$ cat src/rtl/spi_arb_pkg.sv
// spi_arb_pkg: shared types and defaults for the SPI master arbiter.
//   arb_state_e : FSM encoding (IDLE=0, START=1, WAIT=2, GAP=3)
//   DEF_*       : default parameter values for spi_arbiter
//   cnt_w()     : counter width for a count range of n (never below 1 bit)
package spi_arb_pkg;

    typedef enum logic [1:0] {
        ST_IDLE  = 2'd0,
        ST_START = 2'd1,
        ST_WAIT  = 2'd2,
        ST_GAP   = 2'd3
    } arb_state_e;

    localparam int DEF_DATA_WIDTH = 8;
    localparam int DEF_TIMEOUT    = 1024;
    localparam int DEF_GAP_CYCLES = 4;
    localparam int DEF_CNT_W      = $clog2(DEF_TIMEOUT);

    function automatic int cnt_w(input int n);
        return (n < 2) ? 1 : $clog2(n);
    endfunction

endpackage

$ cat src/rtl/spi_arbiter_rr_pick.sv
// spi_rr_pick: two-input round-robin picker (purely combinational).
//   req0_i, req1_i : pending requests
//   last_grant_i   : requester granted most recently
//   valid_o        : at least one request pending
//   grant_o        : winning requester index
module spi_rr_pick (
    input  logic req0_i,
    input  logic req1_i,
    input  logic last_grant_i,
    output logic valid_o,
    output logic grant_o
);
    assign valid_o = req0_i | req1_i;
    // On a tie the requester that did not win last time goes next;
    // otherwise the lone requester wins (req1 alone -> 1, req0 alone -> 0).
    assign grant_o = (req0_i & req1_i) ? ~last_grant_i : req1_i;
endmodule

$ cat src/rtl/spi_arbiter.sv
// spi_arbiter: shares one spi_master between two requesters.
//   clk, reset               : clock, synchronous active-high reset
//   req0/1, tx_data0/1       : level requests and their transmit bytes
//   done0/1, err0/1          : one-cycle completion / timeout pulses
//   rx_data0/1               : received byte, held until the next done
//   busy                     : arbiter not idle
//   master_start             : one-cycle trigger to spi_master
//   master_tx_data           : latched byte of the current winner
//   master_rx_data/_rx_done  : master receive data and completion pulse
// All outputs come straight from registers.
module spi_arbiter
    import spi_arb_pkg::*;
#(
    parameter int DATA_WIDTH = DEF_DATA_WIDTH,
    parameter int TIMEOUT    = DEF_TIMEOUT,
    parameter int GAP_CYCLES = DEF_GAP_CYCLES
) (
    input  logic                  clk,
    input  logic                  reset,
    input  logic                  req0,
    input  logic                  req1,
    input  logic [DATA_WIDTH-1:0] tx_data0,
    input  logic [DATA_WIDTH-1:0] tx_data1,
    output logic                  done0,
    output logic                  done1,
    output logic                  err0,
    output logic                  err1,
    output logic [DATA_WIDTH-1:0] rx_data0,
    output logic [DATA_WIDTH-1:0] rx_data1,
    output logic                  busy,
    output logic                  master_start,
    output logic [DATA_WIDTH-1:0] master_tx_data,
    input  logic [DATA_WIDTH-1:0] master_rx_data,
    input  logic                  master_rx_done
);
    localparam int CW = cnt_w(TIMEOUT);
    localparam int GW = cnt_w(GAP_CYCLES);
    localparam logic [CW-1:0] TO_LAST  = CW'(TIMEOUT - 1);
    localparam logic [GW-1:0] GAP_LAST = GW'(GAP_CYCLES - 1);

    arb_state_e            state_q, state_d;
    logic                  owner_q, owner_d;
    logic                  last_q, last_d;
    logic [CW-1:0]         cnt_q, cnt_d;
    logic [GW-1:0]         gcnt_q, gcnt_d;
    logic [DATA_WIDTH-1:0] tx_q, tx_d, rx0_q, rx0_d, rx1_q, rx1_d;
    logic                  done0_q, done0_d, done1_q, done1_d;
    logic                  err0_q, err0_d, err1_q, err1_d;
    logic                  start_q, start_d, busy_q, busy_d;

    logic pick_valid, pick_grant;

    spi_rr_pick u_pick (
        .req0_i      (req0),
        .req1_i      (req1),
        .last_grant_i(last_q),
        .valid_o     (pick_valid),
        .grant_o     (pick_grant)
    );

    always_comb begin
        state_d = state_q;
        owner_d = owner_q;
        last_d  = last_q;
        cnt_d   = cnt_q;
        gcnt_d  = gcnt_q;
        tx_d    = tx_q;
        rx0_d   = rx0_q;
        rx1_d   = rx1_q;
        done0_d = 1'b0;
        done1_d = 1'b0;
        err0_d  = 1'b0;
        err1_d  = 1'b0;
        case (state_q)
            ST_IDLE: begin
                if (pick_valid) begin
                    owner_d = pick_grant;
                    last_d  = pick_grant;
                    tx_d    = pick_grant ? tx_data1 : tx_data0;
                    state_d = ST_START;
                end
            end
            ST_START: begin
                cnt_d   = '0;
                state_d = ST_WAIT;
            end
            ST_WAIT: begin
                // A response landing on the final timeout cycle counts as
                // success: the done branch is checked first.
                if (master_rx_done || cnt_q == TO_LAST) begin
                    if (owner_q) begin
                        done1_d = 1'b1;
                        err1_d  = ~master_rx_done;
                        rx1_d   = master_rx_done ? master_rx_data : '0;
                    end else begin
                        done0_d = 1'b1;
                        err0_d  = ~master_rx_done;
                        rx0_d   = master_rx_done ? master_rx_data : '0;
                    end
                    gcnt_d  = '0;
                    state_d = ST_GAP;
                end else begin
                    cnt_d = cnt_q + 1'b1;
                end
            end
            ST_GAP: begin
                if (gcnt_q == GAP_LAST) state_d = ST_IDLE;
                else                    gcnt_d  = gcnt_q + 1'b1;
            end
            default: state_d = ST_IDLE;
        endcase
        // Registered from next state so both are valid the cycle after grant.
        start_d = (state_d == ST_START);
        busy_d  = (state_d != ST_IDLE);
    end

    always_ff @(posedge clk) begin
        if (reset) begin
            state_q <= ST_IDLE;
            owner_q <= 1'b0;
            last_q  <= 1'b1;
            cnt_q   <= '0;
            gcnt_q  <= '0;
            tx_q    <= '0;
            rx0_q   <= '0;
            rx1_q   <= '0;
            done0_q <= 1'b0;
            done1_q <= 1'b0;
            err0_q  <= 1'b0;
            err1_q  <= 1'b0;
            start_q <= 1'b0;
            busy_q  <= 1'b0;
        end else begin
            state_q <= state_d;
            owner_q <= owner_d;
            last_q  <= last_d;
            cnt_q   <= cnt_d;
            gcnt_q  <= gcnt_d;
            tx_q    <= tx_d;
            rx0_q   <= rx0_d;
            rx1_q   <= rx1_d;
            done0_q <= done0_d;
            done1_q <= done1_d;
            err0_q  <= err0_d;
            err1_q  <= err1_d;
            start_q <= start_d;
            busy_q  <= busy_d;
        end
    end

    assign done0          = done0_q;
    assign done1          = done1_q;
    assign err0           = err0_q;
    assign err1           = err1_q;
    assign rx_data0       = rx0_q;
    assign rx_data1       = rx1_q;
    assign busy           = busy_q;
    assign master_start   = start_q;
    assign master_tx_data = tx_q;
endmodule

$ cat config.mk
export PLATFORM = sky130hd
export DESIGN_NAME = spi_arbiter
export DESIGN_NICKNAME = d
export VERILOG_FILES = /design/src/rtl/spi_arb_pkg.sv /design/src/rtl/spi_arbiter_rr_pick.sv /design/src/rtl/spi_arbiter.sv
export SDC_FILE = /design/constraint.sdc
export NUM_CORES = 1
export LEC_CHECK = 0
export BUFFER_PORTS_ARGS = -buffer_cell sky130_fd_sc_hd__clkbuf_2
export CAP_MARGIN = 20
export CORE_MARGIN = 2
export CORE_UTILIZATION = 46
export CTS_CLUSTER_SIZE = 28
export DETAILED_ROUTE_END_ITERATION = 8
export PLACE_DENSITY = 0.71
export SLEW_MARGIN = 20
export SYNTH_ARGS = -nofsm -noshare
export SYNTH_HDL_FRONTEND = slang
export SYNTH_SLANG_ARGS = --single-unit
export TNS_END_PERCENT = 5
$ cat constraint.sdc
create_clock -name clk -period 1.8 [get_ports clk]
set_clock_uncertainty 0.05 [all_clocks]
set_input_delay 0.36 -clock clk [delete_from_list [all_inputs] [get_ports clk]]
set_output_delay 0.36 -clock clk [all_outputs]
set_load 0.05 [all_outputs]
==> results of run 1 <==
-- final cells by class --
type,instances,area share (%)
Inverter,1,0.152
Timing Repair Buffer,70,15.4
Tap cell,50,2.53
Multi-Input combinational cell,162,40.2
Clock buffer,6,2.94
Clock inverter,2,1.52
Sequential cell,46,37.3
-- path summary, 6_finish.rpt --
kind | cells past startpoint | to | slack (ps)
min | 3 | rx_data0[2]$_SDFFE_PP0P_ | 230
min reg2reg | 1 | cnt_q[7]$_SDFFE_PP0P_ | 420
max reg2reg | 5 | cnt_q[3]$_SDFFE_PP0P_ | 70
max | 5 | cnt_q[3]$_SDFFE_PP0P_ | 70
-- logic make-up (layout without fill, tap and decap cells) --
kind of cell / count (synthesis) / after routing
compound gates: 52 / 52
xor+xnor: 2 / 2
fa+ha+maj: 2 / 2
buf+inv: 16 / 79
flops: 46 / 46
mux: 11 / 11
simple gates: 95 / 95
-- worst max-delay path: stages (launching register included) --
cell and delay [ps]:
dfxtp_1 410, ha_2 230, and4_2 310, nand3_1 200
a41o_1 280, a21o_1 140
-- power groups by stage --
| stage | Sequential [mW] | Combinational [mW] | Clock (mW) |
|---|---|---|---|
| 4_1_cts | 1.11 | 0.525 | 0.779 |
| 3_5_place_dp | 1.14 | 0.523 | 0 |
| 6_report | 1.11 | 0.523 | 0.769 |
| 2_1_floorplan | 1.30 | 0.218 | 0 |
| 3_3_place_gp | 1.14 | 0.518 | 0 |
| 5_1_grt | 1.12 | 0.566 | 0.817 |
-- sequential cells by signal, indices dropped and copies added (netlist names), 2 cells and up --
name and count:
rx_data1 8, state_q 2, master_tx_data 8, rx_data0 8, cnt_q 10, gcnt_q 2
-- layer usage --
metal | share of wire (%) | vias to the layer above | track usage (%) | wire length [um]
met4 | 1.3 | 0 | 9.15 | 59
met3 | 5.6 | 5 | 4.65 | 247
met2 | 46 | 50 | 29.9 | 2040
li1 | - | 933 | - | -
met5 | 0 | - | 0 | 0
met1 | 47 | 829 | 23.2 | 2100
-- placed cells by master (no fill, tap or decap), types with 2 or more instances in the layout --
cell type  instances
a21o_1             2
nand4_1            3
nand2_1           28
a22o_1             3
nand3_1           21
nor4_1             2
clkbuf_8           5
o41ai_1            2
or2_2              6
buf_4             12
o311ai_1           2
a21oi_1           20
mux2i_1           11
dfxtp_1           46
nor3_1             2
a31oi_1            3
nor2_1            18
clkbuf_2          58
a211oi_1           8
and2_1             3
o21ai_0            2
o21bai_1           2
==> load_flow_metrics.sql, run 1 <==
INSERT INTO impl_metrics (metric_group, metric, value, unit) VALUES
('run_status', 'outcome', 'complete, no violations', ''),
('routing', 'postRouteAntennaNets', '0', ''),
('routing', 'routedWlPerCell', '13.2', 'um'),
('worst_setup_path', 'setup.worst_path.end_class', 'flip-flop', ''),
('worst_setup_path', 'endpoint_required_time_on_the_critical_path', '1950', 'ps'),
('timing', 'setup_total_negative_slack', '0', 'ps'),
('clock_network', 'insertion_delay', '310', 'ps'),
('yosys', 'yosysWarningCount', '0', ''),
('cells_and_area', 'layout.filler_cells', '380', ''),
('clock_network', 'post_cts_hold_buffer_count', '0', ''),
('timing', 'tightest_slew', '433', 'ps'),
('worst_setup_path', 'critical_path_peak_fanout', '6', ''),
('yosys', 'post_synth_xor_area_fraction', '0.888', '%'),
('timing', 'fin_worst_hold_slack', '225', 'ps'),
('yosys', 'largest_family_of_logic_cells_by_synthesized_area', 'simple AND/OR/NAND/NOR gates', ''),
('power_and_ir_drop', 'power.share.switching', '30.9', '%'),
('power_and_ir_drop', 'leakage', '1.04', 'nW'),
('global_routing', 'grt_antenna_before_repair', '0', ''),
('routing', 'vias_post_dr', '1817', ''),
('timing', 'fin_ws', '73.0', 'ps'),
('power_and_ir_drop', 'internal_power', '1.66', 'mW'),
('yosys', 'synth.distinct_cells', '44', ''),
('routing', 'totalWireLength', '4440', 'um'),
('worst_setup_path', 'critical_path_origin', 'cnt_q[1]$_SDFFE_PP0P_', ''),
('power_and_ir_drop', 'power.density_cell_area', '974', 'nW/um^2'),
('clock_network', 'worst_setup_hold_path_clk_slew', '90', 'ps'),
('yosys', 'synth.top_cells.by_count', 'dfxtp_1 (46), nand2_1 (28), nand3_1 (21), a21oi_1 (20), nor2_1 (18)', ''),
('yosys', 'synth-compound-area-share', '17.8', '%'),
('timing', 'layout_min_cycle_time', '1730', 'ps'),
('place', 'dpl_cell_area', '2350', 'um^2'),
('routing', 'drt_pre_antenna_iters', '4', ''),
('yosys', 'synth_simple_gate_area_share', '24.2', '%'),
('global_routing', 'first_pass_grt_wire_length', '7280', 'um'),
('global_routing', 'maximum_number_of_pins_on_one_net_before_global_route_repair', '18', ''),
('routing', 'detailedRoute.firstIterationViolations', '101', ''),
('cells_and_area', 'final_core_utilization', '60.9', '%'),
('worst_setup_path', 'worst_setup_path_start_kind', 'flip-flop', ''),
('clock_network', 'clock_tree.root_cell', 'clkbuf_8', ''),
('cells_and_area', 'fin_nets', '317', ''),
('yosys', 'total_of_flip_flops_plus_latches_after_synthesis', '46', ''),
('cells_and_area', 'postLayoutCellArea', '2470', 'um^2'),
('clock_network', 'clock_path_buffers', '2', ''),
('place', 'weighted_congestion_reported_at_the_end_of_routability_driven_placement', '0.781', ''),
('yosys', 'synth_edf_count', '0', ''),
('timing', 'report.final.setup_viol', '0', ''),
('global_routing', 'grtUsageTotal', '18.6', '%'),
('worst_setup_path', 'critical_path.reg2reg.startpoint', 'cnt_q[1]$_SDFFE_PP0P_', ''),
('yosys', 'post_synth_inst_count', '224', ''),
('cells_and_area', 'final_layout_size_suffix_gt1_share', '31.4', '%'),
('timing', 'final_min_period_over_clock_period', '95.9', '%'),
('yosys', 'ys_async_sr_fraction', '0', '%'),
('cells_and_area', 'antennaDiodeCount', '0', ''),
('yosys', 'multiplexer_share_of_the_synthesized_area', '5.58', '%'),
('yosys', 'post-synth-top-area-cell', 'dfxtp_1', ''),
('global_routing', 'grt_remaining_overflow', '0', ''),
('floorplanning', 'die-area', '4830', 'um^2'),
('clock_network', 'tritoncts', 'yes', ''),
('power_and_ir_drop', 'power.switching', '744', 'uW'),
('worst_setup_path', 'path_class', 'flip-flop to flip-flop', ''),
('place', 'dpl.cell_count', '329', ''),
('cells_and_area', 'final-seq-area', '921', 'um^2'),
('yosys', 'postSynth.topFlopCell', 'dfxtp_1', ''),
('yosys', 'mappedNetlistNets', '255', ''),
('place', 'post_placement_setup_slack', '12.1', 'ps'),
('routing', 'route.detailed.vias_per_inst', '5.39', ''),
('clock_network', 'cts_setup_buffers', '0', ''),
('yosys', 'synth_largest_type_area_fraction', '46.7', '%'),
('power_and_ir_drop', 'power.clock.fraction', '32.0', '%'),
('clock_network', 'cts.htree.levels', '2', ''),
('clock_network', 'cts_inserted_buffers', '5', ''),
('yosys', 'post_synth_fa_ha_maj_area_fraction', '1.27', '%');
Note: power is estimated with default switching activity, not from simulation.
==> inputs of run 2 (changes only) <==
--- a/config.mk
+++ b/config.mk
@@ -7,7 +7,7 @@
 export LEC_CHECK = 0
 export BUFFER_PORTS_ARGS = -buffer_cell sky130_fd_sc_hd__clkbuf_2
 export CAP_MARGIN = 20
-export CORE_MARGIN = 2
+export CORE_MARGIN = 3
 export CORE_UTILIZATION = 46
 export CTS_CLUSTER_SIZE = 28
 export DETAILED_ROUTE_END_ITERATION = 8
==> load_flow_metrics.sql, run 2 (synthesized netlist as in run 1, its figures left out) <==
INSERT INTO impl_metrics (metric_group, metric, value, unit) VALUES
('timing', 'final_min_period_over_clock_period', '95.4', '%'),
('routing', 'detail_route.drc_violations', '0', ''),
('cells_and_area', 'synthToLayoutAreaGrowth', '23.4', '%'),
('clock_network', 'post_cts_resize_count', '0', ''),
('floorplanning', 'rows', '23', ''),
('cells_and_area', 'register_bank_with_the_most_flops', 'cnt_q', ''),
('clock_network', 'post_cts_hold_buffer_count', '0', ''),
('clock_network', 'clock_tree.root_cell', 'clkbuf_8', ''),
('floorplanning', 'fp.coreArea', '4060', 'um^2'),
('timing', 'report.final.slew_viol_count', '0', ''),
('timing', 'timing.final.hold_violations', '0', ''),
('routing', 'top_routing_layer_used', 'met4', ''),
('cells_and_area', 'layout.filler_cells', '386', ''),
('hold_path', 'min-delay-path-class', 'input pin to flip-flop', ''),
('worst_setup_path', 'endpoint_required_time_on_the_critical_path', '1940', 'ps'),
('global_routing', 'grt_pass1_vias', '1761', ''),
('routing', 'detailedRoute.firstIterationViolations', '143', ''),
('clock_network', 'cts.htree.levels', '2', ''),
('power_and_ir_drop', 'peakVddDrop', '0.000494', 'V'),
('floorplanning', 'floorplan.io_pins', '59', ''),
('power_and_ir_drop', 'internal_power', '1.52', 'mW'),
('power_and_ir_drop', 'power.share.sequential', '49.7', '%'),
('routing', 'vias_post_dr', '1805', ''),
('timing', 'rsz0062_at_grt', 'true', ''),
('worst_setup_path', 'critical_path_peak_fanout', '6', ''),
('clock_network', 'cts_num_sinks', '46', ''),
('clock_network', 'cts_setup_buffers', '0', ''),
('power_and_ir_drop', 'power.clock.fraction', '27.2', '%'),
('routing', 'postRouteAntennaNets', '0', ''),
('timing', 'relSlewSlack', '71.8', '%'),
('cells_and_area', 'antennaDiodeCount', '0', ''),
('timing', 'report.final.setup_viol', '0', ''),
('routing', 'routed-wl-met2', '2050', 'um'),
('cells_and_area', 'largest_reg_flops', '10', ''),
('power_and_ir_drop', 'power.share.switching', '32.4', '%'),
('power_and_ir_drop', 'power.density_cell_area', '924', 'nW/um^2'),
('cells_and_area', 'fin_nets', '316', ''),
('timing', 'layout_min_cycle_time', '1720', 'ps'),
('floorplanning', 'die-area', '5110', 'um^2'),
('worst_setup_path', 'worst_ep_arrival_time', '1850', 'ps'),
('clock_network', 'tritoncts', 'yes', ''),
('timing', 'fin_worst_hold_slack', '236', 'ps'),
('clock_network', 'worst_setup_hold_path_clk_slew', '90', 'ps'),
('place', 'port_buffers', '58', ''),
('worst_setup_path', 'cpPeakStageDelay', '360', 'ps'),
('cells_and_area', 'layout_commonest_cell', 'clkbuf_2', ''),
('clock_network', 'clock_path_buffers', '2', ''),
('worst_setup_path', 'reg2reg_setup_slack', '80', 'ps'),
('power_and_ir_drop', 'power.switching', '727', 'uW'),
('worst_setup_path', 'timing.critical_path.cells', 'ha_1 -> and4_2 -> a31oi_2 -> nor2_2 -> a22o_1', ''),
('routing', 'wl_on_met1', '1950', 'um'),
('flow_run', 'max_cap_violations', '0', ''),
('routing', 'route.detailed.vias_per_inst', '5.37', ''),
('global_routing', 'grt_antenna_before_repair', '0', ''),
('timing', 'fmaxAchievable', '583', 'MHz'),
('run_status', 'outcome', 'complete, no violations', ''),
('clock_network', 'insertion_delay', '300', 'ps'),
('global_routing', 'maximum_number_of_pins_on_one_net_before_global_route_repair', '17', ''),
('place', 'weighted_congestion_reported_at_the_end_of_routability_driven_placement', '0.774', ''),
('cells_and_area', 'final_cell_count_no_fill', '336', ''),
('global_routing', 'first_pass_grt_wire_length', '7720', 'um'),
('routing', 'totalWireLength', '4370', 'um'),
('floorplanning', 'die_y', '71.5', 'um'),
('worst_setup_path', 'worst_setup_path_start_kind', 'flip-flop', ''),
('worst_setup_path', 'slowest_stage', 'dfxtp_1', ''),
('place', 'hpwl', '3280', 'um'),
('floorplanning', 'die_w', '71.5', 'um'),
('cells_and_area', 'final_layout_size_suffix_gt1_share', '30.8', '%'),
('timing', 'setup_total_negative_slack', '0', 'ps'),
('routing', 'dr_wl_met3', '314', 'um'),
('global_routing', 'grtUsageTotal', '18.7', '%'),
('power_and_ir_drop', 'power.share.combinational', '23.1', '%'),
('place', 'dpl.cell_count', '328', ''),
('worst_setup_path', 'setup.worst_path.end_class', 'flip-flop', ''),
('power_and_ir_drop', 'leakage', '1.03', 'nW'),
('floorplanning', 'floorplan.initialDensity', '48.6', '%'),
('clock_network', 'cts_inserted_buffers', '5', ''),
('routing', 'drt_pre_antenna_iters', '5', ''),
('power_and_ir_drop', 'power.total', '2.25', 'mW'),
('global_routing', 'grt_remaining_overflow', '0', ''),
('timing', 'tightest_slew', '423', 'ps'),
('cells_and_area', 'most_frequent_cells_in_the_layout', 'clkbuf_2 (58), dfxtp_1 (46), nand2_1 (28)', ''),
('routing', 'routedWlPerCell', '13.0', 'um'),
('worst_setup_path', 'path_class', 'flip-flop to flip-flop', '');
[run 2: changes by cell type in the layout (fill, tap and decap cells not counted), sizes merged]
| cell | change |
|---|---|
| buf | -1 |
| bufinv | -1 |
| clkinv | +2 |
| clkinvlp | -1 |
[run 2: worst max-delay path: cells and delay by family, from the launching register on]
| family | cells | cell delay [ps] |
|---|---|---|
| AND/OR/NAND/NOR | 2 | 390 |
| flip-flops | 1 | 360 |
| AO/OA/AOI/OAI | 2 | 570 |
| adder cells (fa/ha/maj) | 1 | 250 |
[run 2: path summary, 6_finish.rpt]
| check | cells past startpoint | start | endpoint |
|---|---|---|---|
| hold reg to reg | 2 | rx_data0[2]$_SDFFE_PP0P_ | rx_data0[2]$_SDFFE_PP0P_ |
| hold / removal | 3 | master_rx_data[2] | rx_data0[2]$_SDFFE_PP0P_ |
| setup / recovery | 5 | cnt_q[0]$_SDFFE_PP0P_ | cnt_q[4]$_SDFFE_PP0P_ |
| setup reg to reg | 5 | cnt_q[0]$_SDFFE_PP0P_ | cnt_q[4]$_SDFFE_PP0P_ |
[run 2: area by class of cell]
type                    instances  area (um^2)  share of cell area (%)
multi-input cells             162          986                    40.5
flip-flops and latches         46          921                    37.9
repair buffers                 69          373                    15.3
clock buffers                   6         72.6                    2.98
well taps                      50         62.6                    2.57
clock inverters                 2         13.8                   0.566
inverters                       1         3.75                   0.154
[run 2: layer usage]
layer / up-vias / track usage, %
met4: 0 / 6.89
met2: 53 / 29.5
li1: 934 / -
met1: 812 / 23.9
met3: 6 / 5.89
met5: - / 0
[run 2: stage by stage]
step | area [um^2] | setup WS, ps | util [%]
after global placement | 2340 | 95.8 | 57.7
after detailed placement | 2340 | 65.4 | 57.7
final | 2430 | 83.5 | 59.9
after global routing | 2430 | -11.5 | 59.9
after floorplan | 1970 | 82.8 | -
after CTS | 2430 | 55.9 | 59.9
[run 2: power groups by stage]
| stage | Sequential [mW] | Combinational, mW | Clock (mW) |
|---|---|---|---|
| 6_report | 1.12 | 0.519 | 0.612 |
| 5_1_grt | 1.12 | 0.566 | 0.672 |
| 4_1_cts | 1.12 | 0.521 | 0.639 |
| 3_5_place_dp | 1.14 | 0.520 | 0 |
| 3_3_place_gp | 1.14 | 0.514 | 0 |
| 2_1_floorplan | 1.30 | 0.218 | 0 |
==> inputs of run 3 (changes only) <==
--- a/config.mk
+++ b/config.mk
@@ -7,11 +7,13 @@
 export LEC_CHECK = 0
 export BUFFER_PORTS_ARGS = -buffer_cell sky130_fd_sc_hd__clkbuf_2
 export CAP_MARGIN = 20
-export CORE_MARGIN = 3
-export CORE_UTILIZATION = 46
+export CELL_PAD_IN_SITES_DETAIL_PLACEMENT = 1
+export CELL_PAD_IN_SITES_GLOBAL_PLACEMENT = 1
+export CORE_MARGIN = 2
+export CORE_UTILIZATION = 33
 export CTS_CLUSTER_SIZE = 28
 export DETAILED_ROUTE_END_ITERATION = 8
-export PLACE_DENSITY = 0.71
+export PLACE_DENSITY = 0.7
 export SLEW_MARGIN = 20
 export SYNTH_ARGS = -nofsm -noshare
 export SYNTH_HDL_FRONTEND = slang
==> load_flow_metrics.sql, run 3 (synthesized netlist as in run 1, its figures left out) <==
INSERT INTO impl_metrics (metric_group, metric, value, unit) VALUES
('run_status', 'outcome', 'complete, no violations', ''),
('global_routing', 'grt_remaining_overflow', '0', ''),
('power_and_ir_drop', 'power.clock.fraction', '32.3', '%'),
('power_and_ir_drop', 'peakVddDrop', '0.000463', 'V'),
('timing', 'final_min_period_over_clock_period', '94.2', '%'),
('clock_network', 'clock_path_buffers', '2', ''),
('place', 'weighted_congestion_reported_at_the_end_of_routability_driven_placement', '0.799', ''),
('place', 'dpl.cell_count', '357', ''),
('power_and_ir_drop', 'power.share.switching', '30.6', '%'),
('cells_and_area', 'synthToLayoutAreaGrowth', '27.8', '%'),
('place', 'post_placement_setup_slack', '70.7', 'ps'),
('worst_setup_path', 'path_buf_inv', '0', ''),
('power_and_ir_drop', 'power.share.combinational', '21.8', '%'),
('power_and_ir_drop', 'leakage', '1.06', 'nW'),
('routing', 'vias_post_dr', '1869', ''),
('routing', 'detailedRoute.firstIterationViolations', '30', ''),
('cells_and_area', 'register_bank_with_the_most_flops', 'cnt_q', ''),
('worst_setup_path', 'worst_setup_path_start_kind', 'flip-flop', ''),
('worst_setup_path', 'slowest_stage', 'or3b_4', ''),
('floorplanning', 'floorplan.initialDensity', '33.7', '%'),
('global_routing', 'first_pass_grt_wire_length', '8760', 'um'),
('cells_and_area', 'final_layout_size_suffix_gt1_share', '31.8', '%'),
('worst_setup_path', 'endpoint_required_time_on_the_critical_path', '1930', 'ps'),
('clock_network', 'cts.htree.levels', '2', ''),
('worst_setup_path', 'path_class', 'flip-flop to flip-flop', ''),
('worst_setup_path', 'cpPeakStageDelay', '450', 'ps'),
('global_routing', 'grt_antenna_before_repair', '0', ''),
('power_and_ir_drop', 'power.density_cell_area', '972', 'nW/um^2'),
('floorplanning', 'rows', '28', ''),
('power_and_ir_drop', 'power.switching', '750', 'uW'),
('clock_network', 'tritoncts', 'yes', ''),
('clock_network', 'cts_setup_buffers', '0', ''),
('global_routing', 'grtUsageTotal', '17.0', '%'),
('hold_path', 'min-delay-path-class', 'input pin to flip-flop', ''),
('timing', 'setup_total_negative_slack', '0', 'ps'),
('global_routing', 'maximum_number_of_pins_on_one_net_before_global_route_repair', '17', ''),
('floorplanning', 'die_w', '81.3', 'um'),
('cells_and_area', 'largest_reg_flops', '10', ''),
('worst_setup_path', 'worst_ep_arrival_time', '1830', 'ps'),
('worst_setup_path', 'rr_endpoint', 'cnt_q[7]$_SDFFE_PP0P_', ''),
('worst_setup_path', 'setup.worst_path.end_class', 'flip-flop', ''),
('clock_network', 'post_cts_hold_buffer_count', '0', ''),
('routing', 'routedWlPerCell', '14.5', 'um'),
('power_and_ir_drop', 'internal_power', '1.70', 'mW'),
('cells_and_area', 'antennaDiodeCount', '0', ''),
('timing', 'report.final.setup_viol', '0', ''),
('floorplanning', 'fp.coreArea', '5850', 'um^2'),
('place', 'hpwl', '4040', 'um'),
('clock_network', 'insertion_delay', '300', 'ps'),
('routing', 'detail_route.drc_violations', '0', ''),
('timing', 'report.final.slew_viol_count', '0', ''),
('timing', 'relSlewSlack', '74.9', '%'),
('global_routing', 'grt_pass1_vias', '1894', ''),
('cells_and_area', 'final_cell_count_no_fill', '364', ''),
('timing', 'rsz0062_at_grt', 'false', ''),
('clock_network', 'clock_tree.root_cell', 'clkbuf_8', ''),
('cells_and_area', 'most_frequent_cells_in_the_layout', 'clkbuf_2 (58), dfxtp_1 (46), nand2_1 (28)', ''),
('worst_setup_path', 'critical_path_origin', 'state_q[0]$_SDFF_PP0_', ''),
('cells_and_area', 'layout_commonest_cell', 'clkbuf_2', ''),
('timing', 'tightest_slew', '376', 'ps'),
('power_and_ir_drop', 'power.share.sequential', '45.9', '%'),
('routing', 'postRouteAntennaNets', '0', ''),
('floorplanning', 'die-area', '6610', 'um^2'),
('worst_setup_path', 'reg2reg_depth', '4', ''),
('worst_setup_path', 'crit_path_end', 'cnt_q[7]$_SDFFE_PP0P_', ''),
('cells_and_area', 'fin_nets', '320', ''),
('timing', 'fin_ws', '104', 'ps'),
('worst_setup_path', 'critical_path.top_delay_family', 'simple AND/OR/NAND/NOR gates', ''),
('floorplanning', 'floorplan.io_pins', '59', ''),
('worst_setup_path', 'timing.critical_path.cells', 'or3b_4 -> or2_4 -> o311ai_1 -> o41ai_1', ''),
('timing', 'layout_min_cycle_time', '1700', 'ps'),
('clock_network', 'cts_num_sinks', '46', ''),
('worst_setup_path', 'critical_path_peak_fanout', '5', ''),
('clock_network', 'worst_setup_hold_path_clk_slew', '90', 'ps'),
('timing', 'fmaxAchievable', '589', 'MHz'),
('routing', 'route.detailed.vias_per_inst', '5.13', ''),
('clock_network', 'cts_inserted_buffers', '5', ''),
('worst_setup_path', 'reg2reg_setup_slack', '100', 'ps'),
('worst_setup_path', 'worstSetupPathDepth', '4', ''),
('worst_setup_path', 'critical_path.reg2reg.startpoint', 'state_q[0]$_SDFF_PP0_', ''),
('place', 'port_buffers', '58', ''),
('flow_run', 'max_cap_violations', '0', ''),
('routing', 'totalWireLength', '5270', 'um'),
('floorplanning', 'die_y', '81.3', 'um'),
('routing', 'drt_pre_antenna_iters', '4', ''),
('timing', 'timing.final.hold_violations', '0', '');
-- run 3: cell count changes in the layout (fill, tap and decap cells not counted), sizes merged --
cell / previous run / this run
buf: 11 / 15
clkinv: 2 / 0
bufinv: 0 / 1
-- run 3: power by group through the flow --
| stage | Combinational [mW] | Clock [mW] | Sequential (mW) |
|---|---|---|---|
| final | 0.535 | 0.791 | 1.12 |
| after global routing | 0.585 | 0.850 | 1.13 |
| after CTS | 0.539 | 0.815 | 1.12 |
| after detailed placement | 0.538 | 0 | 1.15 |
| after global placement | 0.528 | 0 | 1.14 |
| after floorplan | 0.218 | 0 | 1.30 |
-- run 3: worst min path at each step --
| stage | start | endpoint | slack, ps | cells past startpoint |
|---|---|---|---|---|
| final | master_rx_data[4] | rx_data1[4]$_SDFFE_PP0P_ | 240 | 3 |
| after global placement | rx_data1[0]$_SDFFE_PP0P_ | rx_data1[0]$_SDFFE_PP0P_ | 400 | 2 |
| after floorplan | cnt_q[7]$_SDFFE_PP0P_ | cnt_q[7]$_SDFFE_PP0P_ | 390 | 1 |
| after CTS | master_rx_data[7] | rx_data0[7]$_SDFFE_PP0P_ | 230 | 3 |
| after global routing | master_rx_data[5] | rx_data1[5]$_SDFFE_PP0P_ | 240 | 3 |
| after detailed placement | rx_data0[3]$_SDFFE_PP0P_ | rx_data0[3]$_SDFFE_PP0P_ | 420 | 2 |
-- run 3: area by class of cell --
cell class,count,area (um^2)
Clock buffer,6,82.6
Fill cell,703,3330
Tap cell,75,93.8
Sequential cell,46,921
Inverter,1,3.75
Multi-Input combinational cell,162,986
Clock inverter,1,30.0
Timing Repair Buffer,73,403
-- run 3: per-layer routing --
| metal | part of all wire, % | GRT usage, % | vias to the layer above |
|---|---|---|---|
| li1 | - | - | 944 |
| met1 | 46 | 21.4 | 885 |
| met2 | 49 | 29.0 | 35 |
| met3 | 3.9 | 3.89 | 5 |
| met4 | 0.82 | 4.58 | 0 |
| met5 | 0 | 0 | - |
-- run 3: per-stage QoR --
stage	hold slack (ps)	power, mW	instance area, um^2	utilization [%]
final	240	2.45	2520	43.1
after CTS	234	2.48	2520	43.0
after detailed placement	415	1.68	2400	41.1
after global routing	239	2.57	2520	43.1
after floorplan	385	1.52	1970	-
after global placement	405	1.67	2400	41.1
-- run 3: timing repair --
item	CTS	global route
hold endpoints to repair	0	0
gates resized for setup	0	2
setup endpoints to repair	0	2
-- run 3: worst min-delay path: stages --
cell and delay (ps):
clkbuf_2 90, nand2_1 50, a21oi_1 50
